==> src/rtl/pll_power_sequencer.sv <==
// PLL power/gate sequencer: power-up, lock qualification, clock ungating,
// relock on lock loss, and an orderly gate-then-power-down.
//
//  state | meaning
//  OFF   | PLL unpowered, clock gated, waiting for en
//  PWRUP | power applied, settling for PWR_CYCLES
//  LOCK  | waiting for LOCK_STABLE consecutive lock_s cycles, bounded by LOCK_TIMEOUT
//  RUN   | clock ungated, clk_ready asserted
//  GATE  | clock gated again, power held for GATE_CYCLES
//  PWRDN | power removed, settling for PWR_CYCLES before OFF
//  FAULT | lock timeout; unpowered until en drops
module pll_power_sequencer #(
    parameter int CNT_W        = 16,
    parameter int PWR_CYCLES   = 16,
    parameter int LOCK_STABLE  = 8,
    parameter int LOCK_TIMEOUT = 1024,
    parameter int GATE_CYCLES  = 4
) (
    input  logic       clock,
    input  logic       reset_n,
    input  logic       en,
    input  logic       pll_lock,
    output logic       power,
    output logic       gate,
    output logic       clk_ready,
    output logic       fault,
    output logic [2:0] state
);

    typedef enum logic [2:0] {
        S_OFF   = 3'd0,
        S_PWRUP = 3'd1,
        S_LOCK  = 3'd2,
        S_RUN   = 3'd3,
        S_GATE  = 3'd4,
        S_PWRDN = 3'd5,
        S_FAULT = 3'd6
    } state_t;

    localparam longint CNT_LIMIT = (64'd1 << CNT_W) - 64'd1;

    if (PWR_CYCLES < 1 || LOCK_STABLE < 1 || GATE_CYCLES < 1 ||
        LOCK_TIMEOUT <= LOCK_STABLE + 2 ||
        longint'(PWR_CYCLES) > CNT_LIMIT || longint'(LOCK_STABLE) > CNT_LIMIT ||
        longint'(LOCK_TIMEOUT) > CNT_LIMIT || longint'(GATE_CYCLES) > CNT_LIMIT) begin : g_param_check
        $error("pll_power_sequencer: parameter out of range for CNT_W=%0d", CNT_W);
    end

    // Terminal counts; dwell states leave when the counter reaches N-1, so they last exactly N cycles.
    localparam logic [CNT_W-1:0] PWR_LAST  = CNT_W'(PWR_CYCLES - 1);
    localparam logic [CNT_W-1:0] GATE_LAST = CNT_W'(GATE_CYCLES - 1);
    localparam logic [CNT_W-1:0] STABLE_N  = CNT_W'(LOCK_STABLE);
    localparam logic [CNT_W-1:0] TIMEOUT_N = CNT_W'(LOCK_TIMEOUT);

    state_t           st_q, st_d;
    logic [CNT_W-1:0] cnt_q, cnt_d;
    logic [CNT_W-1:0] stable_q, stable_d;
    logic             lock_meta, lock_s;

    function automatic logic [CNT_W-1:0] sat_inc(input logic [CNT_W-1:0] v);
        return (v == '1) ? v : v + 1'b1;
    endfunction

    assign state = st_q;

    // Two-flop synchronizer for the asynchronous lock indicator.
    always_ff @(posedge clock or negedge reset_n) begin
        if (!reset_n) begin
            lock_meta <= 1'b0;
            lock_s    <= 1'b0;
        end else begin
            lock_meta <= pll_lock;
            lock_s    <= lock_meta;
        end
    end

    // Next-state and counter update; cnt doubles as the LOCK timeout counter.
    always_comb begin
        st_d     = st_q;
        cnt_d    = cnt_q;
        stable_d = stable_q;
        case (st_q)
            S_OFF: begin
                if (en) begin
                    st_d  = S_PWRUP;
                    cnt_d = '0;
                end
            end
            S_PWRUP: begin
                if (!en) begin
                    st_d  = S_PWRDN;
                    cnt_d = '0;
                end else if (cnt_q >= PWR_LAST) begin
                    st_d     = S_LOCK;
                    cnt_d    = '0;
                    stable_d = '0;
                end else begin
                    cnt_d = sat_inc(cnt_q);
                end
            end
            S_LOCK: begin
                stable_d = lock_s ? sat_inc(stable_q) : '0;
                cnt_d    = sat_inc(cnt_q);
                if (!en) begin
                    st_d     = S_GATE;
                    cnt_d    = '0;
                    stable_d = '0;
                end else if (stable_d >= STABLE_N) begin
                    st_d     = S_RUN;
                    cnt_d    = '0;
                    stable_d = '0;
                end else if (cnt_d >= TIMEOUT_N) begin
                    st_d     = S_FAULT;
                    cnt_d    = '0;
                    stable_d = '0;
                end
            end
            S_RUN: begin
                if (!en) begin
                    st_d  = S_GATE;
                    cnt_d = '0;
                end else if (!lock_s) begin
                    st_d     = S_LOCK;
                    cnt_d    = '0;
                    stable_d = '0;
                end
            end
            S_GATE: begin
                if (cnt_q >= GATE_LAST) begin
                    st_d  = S_PWRDN;
                    cnt_d = '0;
                end else begin
                    cnt_d = sat_inc(cnt_q);
                end
            end
            S_PWRDN: begin
                if (cnt_q >= PWR_LAST) begin
                    st_d  = S_OFF;
                    cnt_d = '0;
                end else begin
                    cnt_d = sat_inc(cnt_q);
                end
            end
            S_FAULT: begin
                if (!en) begin
                    st_d  = S_OFF;
                    cnt_d = '0;
                end
            end
            default: begin
                st_d     = S_OFF;
                cnt_d    = '0;
                stable_d = '0;
            end
        endcase
    end

    // State, counters and Moore outputs decoded from the next state so outputs track state exactly.
    always_ff @(posedge clock or negedge reset_n) begin
        if (!reset_n) begin
            st_q      <= S_OFF;
            cnt_q     <= '0;
            stable_q  <= '0;
            power     <= 1'b0;
            gate      <= 1'b1;
            clk_ready <= 1'b0;
            fault     <= 1'b0;
        end else begin
            st_q      <= st_d;
            cnt_q     <= cnt_d;
            stable_q  <= stable_d;
            power     <= (st_d == S_PWRUP) || (st_d == S_LOCK) || (st_d == S_RUN) || (st_d == S_GATE);
            gate      <= (st_d != S_RUN);
            clk_ready <= (st_d == S_RUN);
            fault     <= (st_d == S_FAULT);
        end
    end

endmodule

==> config.mk <==
export PLATFORM = sky130hd
export DESIGN_NAME = pll_power_sequencer
export DESIGN_NICKNAME = d
export VERILOG_FILES = /design/src/rtl/pll_power_sequencer.sv
export SDC_FILE = /design/constraint.sdc
export NUM_CORES = 1
export LEC_CHECK = 0
export ABC_AREA = 0
export BUFFER_PORTS_ARGS = -buffer_cell sky130_fd_sc_hd__buf_2
export CAP_MARGIN = 30
export CORE_ASPECT_RATIO = 1.2
export CORE_MARGIN = 3
export CORE_UTILIZATION = 50
export DETAILED_ROUTE_END_ITERATION = 16
export PLACE_DENSITY = 0.67
export RECOVER_POWER = 25
export SLEW_MARGIN = 20
export SYNTH_ARGS = -nofsm -noshare
export SYNTH_HDL_FRONTEND = slang
export SYNTH_SLANG_ARGS = --single-unit
==> constraint.sdc <==
create_clock -name clock -period 4.2 [get_ports clock]
set_input_delay 0.84 -clock clock [delete_from_list [all_inputs] [get_ports clock]]
set_output_delay 0.84 -clock clock [all_outputs]
set_load 0.005 [all_outputs]
-- Word-level counts from Yosys, hierarchy flattened
Index checks and enable logic that the tools add are counted.
- $add $sub $neg: 2
- order comparisons: 4
- equality and inequality tests: 21
- mux-type cells: 33
- bitwise logic cells: 1
- reductions and logical operators: 7
- operator list (cell ; count):
    16-bit 2-to-1 mux ; 19
    16-bit one-hot mux with 7 select lines ; 1
    16-bit one-hot mux with 4 select lines ; 1
    3-bit 2-to-1 mux ; 11
    16-bit by 1-bit adder with 16-bit output (second input constant) ; 2
    16-bit == test (second input constant) ; 2
    16-bit by 4-bit >= comparator with 1-bit output (second input constant) ; 2
    3-bit one-hot mux with 7 select lines ; 1
    16-bit by 11-bit >= comparator with 1-bit output (second input constant) ; 1
    16-bit by 2-bit >= comparator with 1-bit output (second input constant) ; 1
    3-bit == test (second input constant) ; 5
    3-bit by 2-bit == test with 1-bit output (second input constant) ; 4
    2-bit != test (second input constant) ; 6
    3-bit by 1-bit == test with 1-bit output (second input constant) ; 2
    5-bit AND reduction ; 1
    4-bit OR reduction ; 1
    3-bit logical NOT ; 1
    1-bit logical OR ; 3
    3-bit by 2-bit != test with 1-bit output (second input constant) ; 1
    3-bit != test (second input constant) ; 1
    3-bit AND reduction ; 1
    1-bit inverter ; 1
- flip-flop bits (word level): 41
- input port bits: 4
- output and inout bits: 7
- word-level logic and storage cells: 77

-- Longest topological paths before layout
- depth after elaboration: 11
- mapped depth: 9

-- Worst setup path after synthesis
No wires, ideal clock.
- kind: input port to flip-flop
- start: input en
- end: register cnt_q[9]
- setup time: 82 ps
- arrival time: 2388 ps
- required time: 4118 ps
- setup slack: 1729 ps
- stages on the path: 7
- path buffers: 2
- cells stage by stage: buf_2 > nand2_1 > or3b_1 > o31ai_1 > buf_4 > nand2_2 > o22ai_1
- longest elaborated chain between the ends: 2
- elaborated cells between the ends (all ways): 8
- those cells by class: eq/ne: 3; mux: 4; reduce/logical: 1
- ends and longest elaborated chain (what ; RTL line ; text):
    start: declaration ; 21 ; input logic en,
    16-bit 2-to-1 mux (tied with other cells) ; 119 ; if (!en) begin
    16-bit one-hot mux with 7 select lines / 3-bit AND reduction (equally long branches) ; n/a ;
    end signal: assignment ; 170 ; cnt_q <= cnt_d;
    end: declaration ; 56 ; logic [CNT_W-1:0] cnt_q, cnt_d;
Parallel ways exist; a longest one is shown, timed or not.
A chain may end at the register's enable or synchronous reset.

-- Final worst setup path
- start: register stable_q[0]
- end: register cnt_q[7]
- longest elaborated chain between the ends: 7
- elaborated cells between the ends (all ways): 8
- those cells by class: add/sub: 1; order compare: 1; eq/ne: 1; mux: 5
- ends and longest elaborated chain (what ; RTL line ; text):
    start: declaration ; 57 ; logic [CNT_W-1:0] stable_q, stable_d;
    start signal: assignment ; 171 ; stable_q <= stable_d;
    16-bit by 1-bit adder with 16-bit output / 16-bit == test (equally long branches) ; 61 ; return (v == '1) ? v : v + 1'b1;
    16-bit 2-to-1 mux (*) ; 61 ;
    16-bit 2-to-1 mux (*) ; 102 ; stable_d = lock_s ? sat_inc(stable_q) : '0;
    16-bit by 4-bit >= comparator with 1-bit output (*) ; 108 ; end else if (stable_d >= STABLE_N) begin
    16-bit 2-to-1 mux (*) ; 108 ;
    16-bit 2-to-1 mux (*) ; 104 ; if (!en) begin
    16-bit one-hot mux with 7 select lines (*) ; 82 ; case (st_q)
Mark *: on every way between the ends. The rest lies on a longest branch, timed or not.

==> Implementation_results.wiki <==
{| class="wikitable"
! Metric !! Value
|-
| Share of post-route cells with drive strength above 1 || 0.128
|-
| Depth of the worst register-to-register path || 8
|-
| Cell with the most instances after synthesis || sky130_fd_sc_hd__dfrtp_1
|-
| Number of max-slew violations in the final report || 30
|-
| Insertion delay of the later-clocked pin in the worst-skew pair || 0.29 ns
|-
| Count of buffer and inverter cells on the critical path || 0
|-
| Critical path cell sequence || ha_1, nand4_2, or4_4, a21oi_2, o2111ai_2, o211ai_4, a31oi_1, o21ai_0
|-
| Highest-delay cell along the critical path || sky130_fd_sc_hd__or4_4
|-
| Antenna diode instance count || 0
|-
| # H-tree levels || 2
|-
| Area share of the largest cell type after synthesis || 0.428
|-
| CP startpoint kind || register
|-
| Worst clock skew || 0.00693 ns
|-
| Final WL || 4790 µm
|-
| Die boundary height || 81.0 µm
|-
| Clock slew at reported path FFs || 0.08 ns
|-
| Critical path required time || 4.42 ns
|-
| 1st-pass router iterations || 4
|-
| Synth cell count leaders || sky130_fd_sc_hd__dfrtp_1, sky130_fd_sc_hd__and2_1, sky130_fd_sc_hd__nand2_1
|-
| Maximum resistive drop on vdd || 301 µV
|-
| IO Pins || 11
|-
| Synthesized net count || 253
|-
| Reg2Reg Launch Point || stable_q[0]
|-
| Count of flip-flops with a built-in enable after synthesis || 0
|-
| Leakage power total || 1.11 nW
|-
| Yosys warnings || 0
|-
| Post-layout nets || 262
|-
| Cell area after layout || 2510 µm²
|-
| Antenna Violating Nets Remaining || 0
|-
| Violation count after the first detailed-route iteration || 142
|-
| Top cells by area, synth || sky130_fd_sc_hd__dfrtp_1, sky130_fd_sc_hd__and2_1, sky130_fd_sc_hd__nand3_1, sky130_fd_sc_hd__nand2_1, sky130_fd_sc_hd__o21ai_0
|-
| Final critical-path share of the clock period || 0.639
|-
| Arrival time of the worst setup path || 2.90 ns
|-
| Routed vias/inst || 5.93
|-
| Asr flop ratio synth || 1.00
|-
| Overall power after layout || 0.953 mW
|-
| Number of rows in the core area || 26
|-
| Run status || complete, but fails checks
|-
| Final worst setup slack || 1.52 ns
|-
| Number of antenna violations at the first check in global routing || 0
|-
| Maximum net fanout on the critical path || 16
|-
| Worst setup slack for register-to-register paths || 1.52 ns
|-
| Worst Hold Depth || 0
|-
| Final hold vios || 0
|-
| Worst Hold End || lock_s
|-
| Setup repair bufs after CTS || 0
|-
| Filler cell count || 401
|-
| Pwr per Cell Area || 380 nW/µm²
|-
| Via total after detailed routing || 1856
|-
| Minimum clock period || 2.68 ns
|-
| Crit path largest cell delay || 0.59 ns
|-
| FMAX || 0.373 GHz
|-
| First-pass GRT wire length || 8490 µm
|-
| Max Cap Violations || 1
|-
| Most common flop cell mapped by yosys || sky130_fd_sc_hd__dfrtp_1
|-
| PostCTS Resize Cnt || 0
|-
| Sequential cell area fraction in the yosys report || 0.439
|-
| Combined area of all synthesized cells || 2340 µm²
|-
| CTS tree || yes
|-
| HPWL after DPL || 3440 µm
|-
| CP Depth || 8
|-
| Clock tree root driver cell || sky130_fd_sc_hd__clkbuf_8
|-
| Detail-routed net length per standard cell || 15.3 µm
|-
| Die area || 5540 µm²
|-
| Setup Viol. Count Final || 0
|-
| Pre-CTS WS || 1.54 ns
|-
| Violations in the final reports || max-capacitance violations, max-slew violations
|-
| Remaining max-slew budget at the tightest pin || -0.0219
|-
| Pin count of the biggest net entering global routing || 42
|-
| CP top delay family || compound AO/OA/AOI/OAI gates
|-
| Largest area contributor in the netlist || sky130_fd_sc_hd__dfrtp_1
|-
| Clock net sink count || 41
|-
| Terminus of the critical flop-to-flop path || cnt_q[7]
|-
| Post-Route Setup TNS || 0 ns
|-
| Area of placed instances || 2420 µm²
|-
| Synthesis-stage register bit count || 41
|-
| Total CTS buffers || 5
|-
| Unrepaired setup endpoints after global routing || no
|-
| Transition time at the pin with the least slew margin || 1.53 ns
|-
| Min-delay worst type || register to register
|-
| Starting density of the core || 0.533
|-
| Die extent in x || 68.5 µm
|-
| Type of destination of the critical path || register
|-
| Residual DRC || 0
|-
| Count of port buffers added during placement || 10
|-
| Distinct cells, synth || 59
|-
| Core box area || 4390 µm²
|-
| Sum of overflow across all layers after global routing || 0
|-
| Layout overhead on the synthesized area || 7.16%
|-
| Number of instances in the synthesized netlist || 247
|-
| Startpoint of the lowest-slack hold path || lock_meta
|-
| Category of the most critical setup path || register to register
|-
| Per-instance average area after synthesis || 9.48 µm²
|-
| Count of hold-fix buffers inserted at cts || 0
|-
| Number of buffers on the longest clock path || 2
|-
| RD Place Congestion || 0.893
|-
| Worst hold margin || 0.350 ns
|-
| Via count of the first global-routing pass || 1845
|-
| Global-route usage over all layers || 0.199
|}
sequential cells by signal, indices dropped and copies added, names as in the netlist:
name and flops:
clk_ready 1, cnt_q 16, fault 1, gate 1
lock_meta 1, lock_s 1, power 1, stable_q 16
state 3
logic make-up after synthesis:
family          after synthesis  share of synthesized area
compound gates               61                      0.190
xor+xnor                      6                     0.0224
fa+ha+maj                     2                     0.0107
buf+inv                      23                     0.0433
simple gates                110                      0.277
mux                           4                     0.0176
flops                        41                      0.439
worst register-to-register path, stage by stage, from the launching register on:
cell	delay [ns]
sky130_fd_sc_hd__dfrtp_1	0.43
sky130_fd_sc_hd__ha_1	0.27
sky130_fd_sc_hd__nand4_2	0.17
sky130_fd_sc_hd__or4_4	0.59
sky130_fd_sc_hd__a21oi_2	0.16
sky130_fd_sc_hd__o2111ai_2	0.19
sky130_fd_sc_hd__o211ai_4	0.48
sky130_fd_sc_hd__a31oi_1	0.15
sky130_fd_sc_hd__o21ai_0	0.16
routing by layer:
layer,track usage,part of all wire
met1,0.258,0.45
met2,0.323,0.51
met3,0.0401,0.027
met4,0.0716,0.016
met5,0,0
how the worst max path moves through the flow:
stage           startpoint  endpoint  slack, ns
6_report       stable_q[0]  cnt_q[7]       1.52
5_1_grt        stable_q[0]  cnt_q[4]       1.30
4_1_cts        stable_q[0]  cnt_q[4]       1.53
3_5_place_dp   stable_q[0]  cnt_q[4]       1.54
3_3_place_gp   stable_q[0]  cnt_q[0]       1.59
2_1_floorplan           en  cnt_q[9]       1.73
power breakdown:
part	internal [mW]	switching [mW]
registers	0.427	0.0421
logic	0.0960	0.125
clock network	0.134	0.130
area by class of cell:
type	count	area, µm²	share of cell area
Inverter	13	48.8	0.0195
Clock buffer	8	90.1	0.0359
Tap cell	56	70.1	0.0279
Sequential cell	41	1030	0.409
Timing Repair Buffer	12	60.1	0.0239
Multi-Input combinational cell	183	1210	0.483
placed cells by master (no fill, tap or decap), types with 4 or more instances in the layout:
cell | Yosys | final
sky130_fd_sc_hd__inv_1 | 13 | 13
sky130_fd_sc_hd__a21oi_1 | 10 | 10
sky130_fd_sc_hd__nand4_1 | 6 | 6
sky130_fd_sc_hd__a311oi_1 | 4 | 4
sky130_fd_sc_hd__nand3_1 | 15 | 15
sky130_fd_sc_hd__buf_2 | 3 | 9
sky130_fd_sc_hd__and4_1 | 5 | 5
sky130_fd_sc_hd__nor2_1 | 10 | 10
sky130_fd_sc_hd__a31oi_1 | 8 | 8
sky130_fd_sc_hd__nor3_1 | 6 | 6
sky130_fd_sc_hd__xnor2_1 | 4 | 4
sky130_fd_sc_hd__nor4_1 | 7 | 7
sky130_fd_sc_hd__clkbuf_8 | 0 | 6
sky130_fd_sc_hd__and3_1 | 5 | 5
sky130_fd_sc_hd__and2_1 | 20 | 20
sky130_fd_sc_hd__nand2_1 | 18 | 18
sky130_fd_sc_hd__o21ai_0 | 12 | 12
sky130_fd_sc_hd__dfrtp_1 | 40 | 40
sky130_fd_sc_hd__clkbuf_1 | 5 | 4
through the flow:
step | instances | utilization
3_3_place_gp | 304 | 0.550
4_1_cts | 312 | 0.571
6_report | 313 | 0.571
2_1_floorplan | 247 | -
3_5_place_dp | 304 | 0.550
5_1_grt | 313 | 0.571
Power figures use the tool's default switching activity.
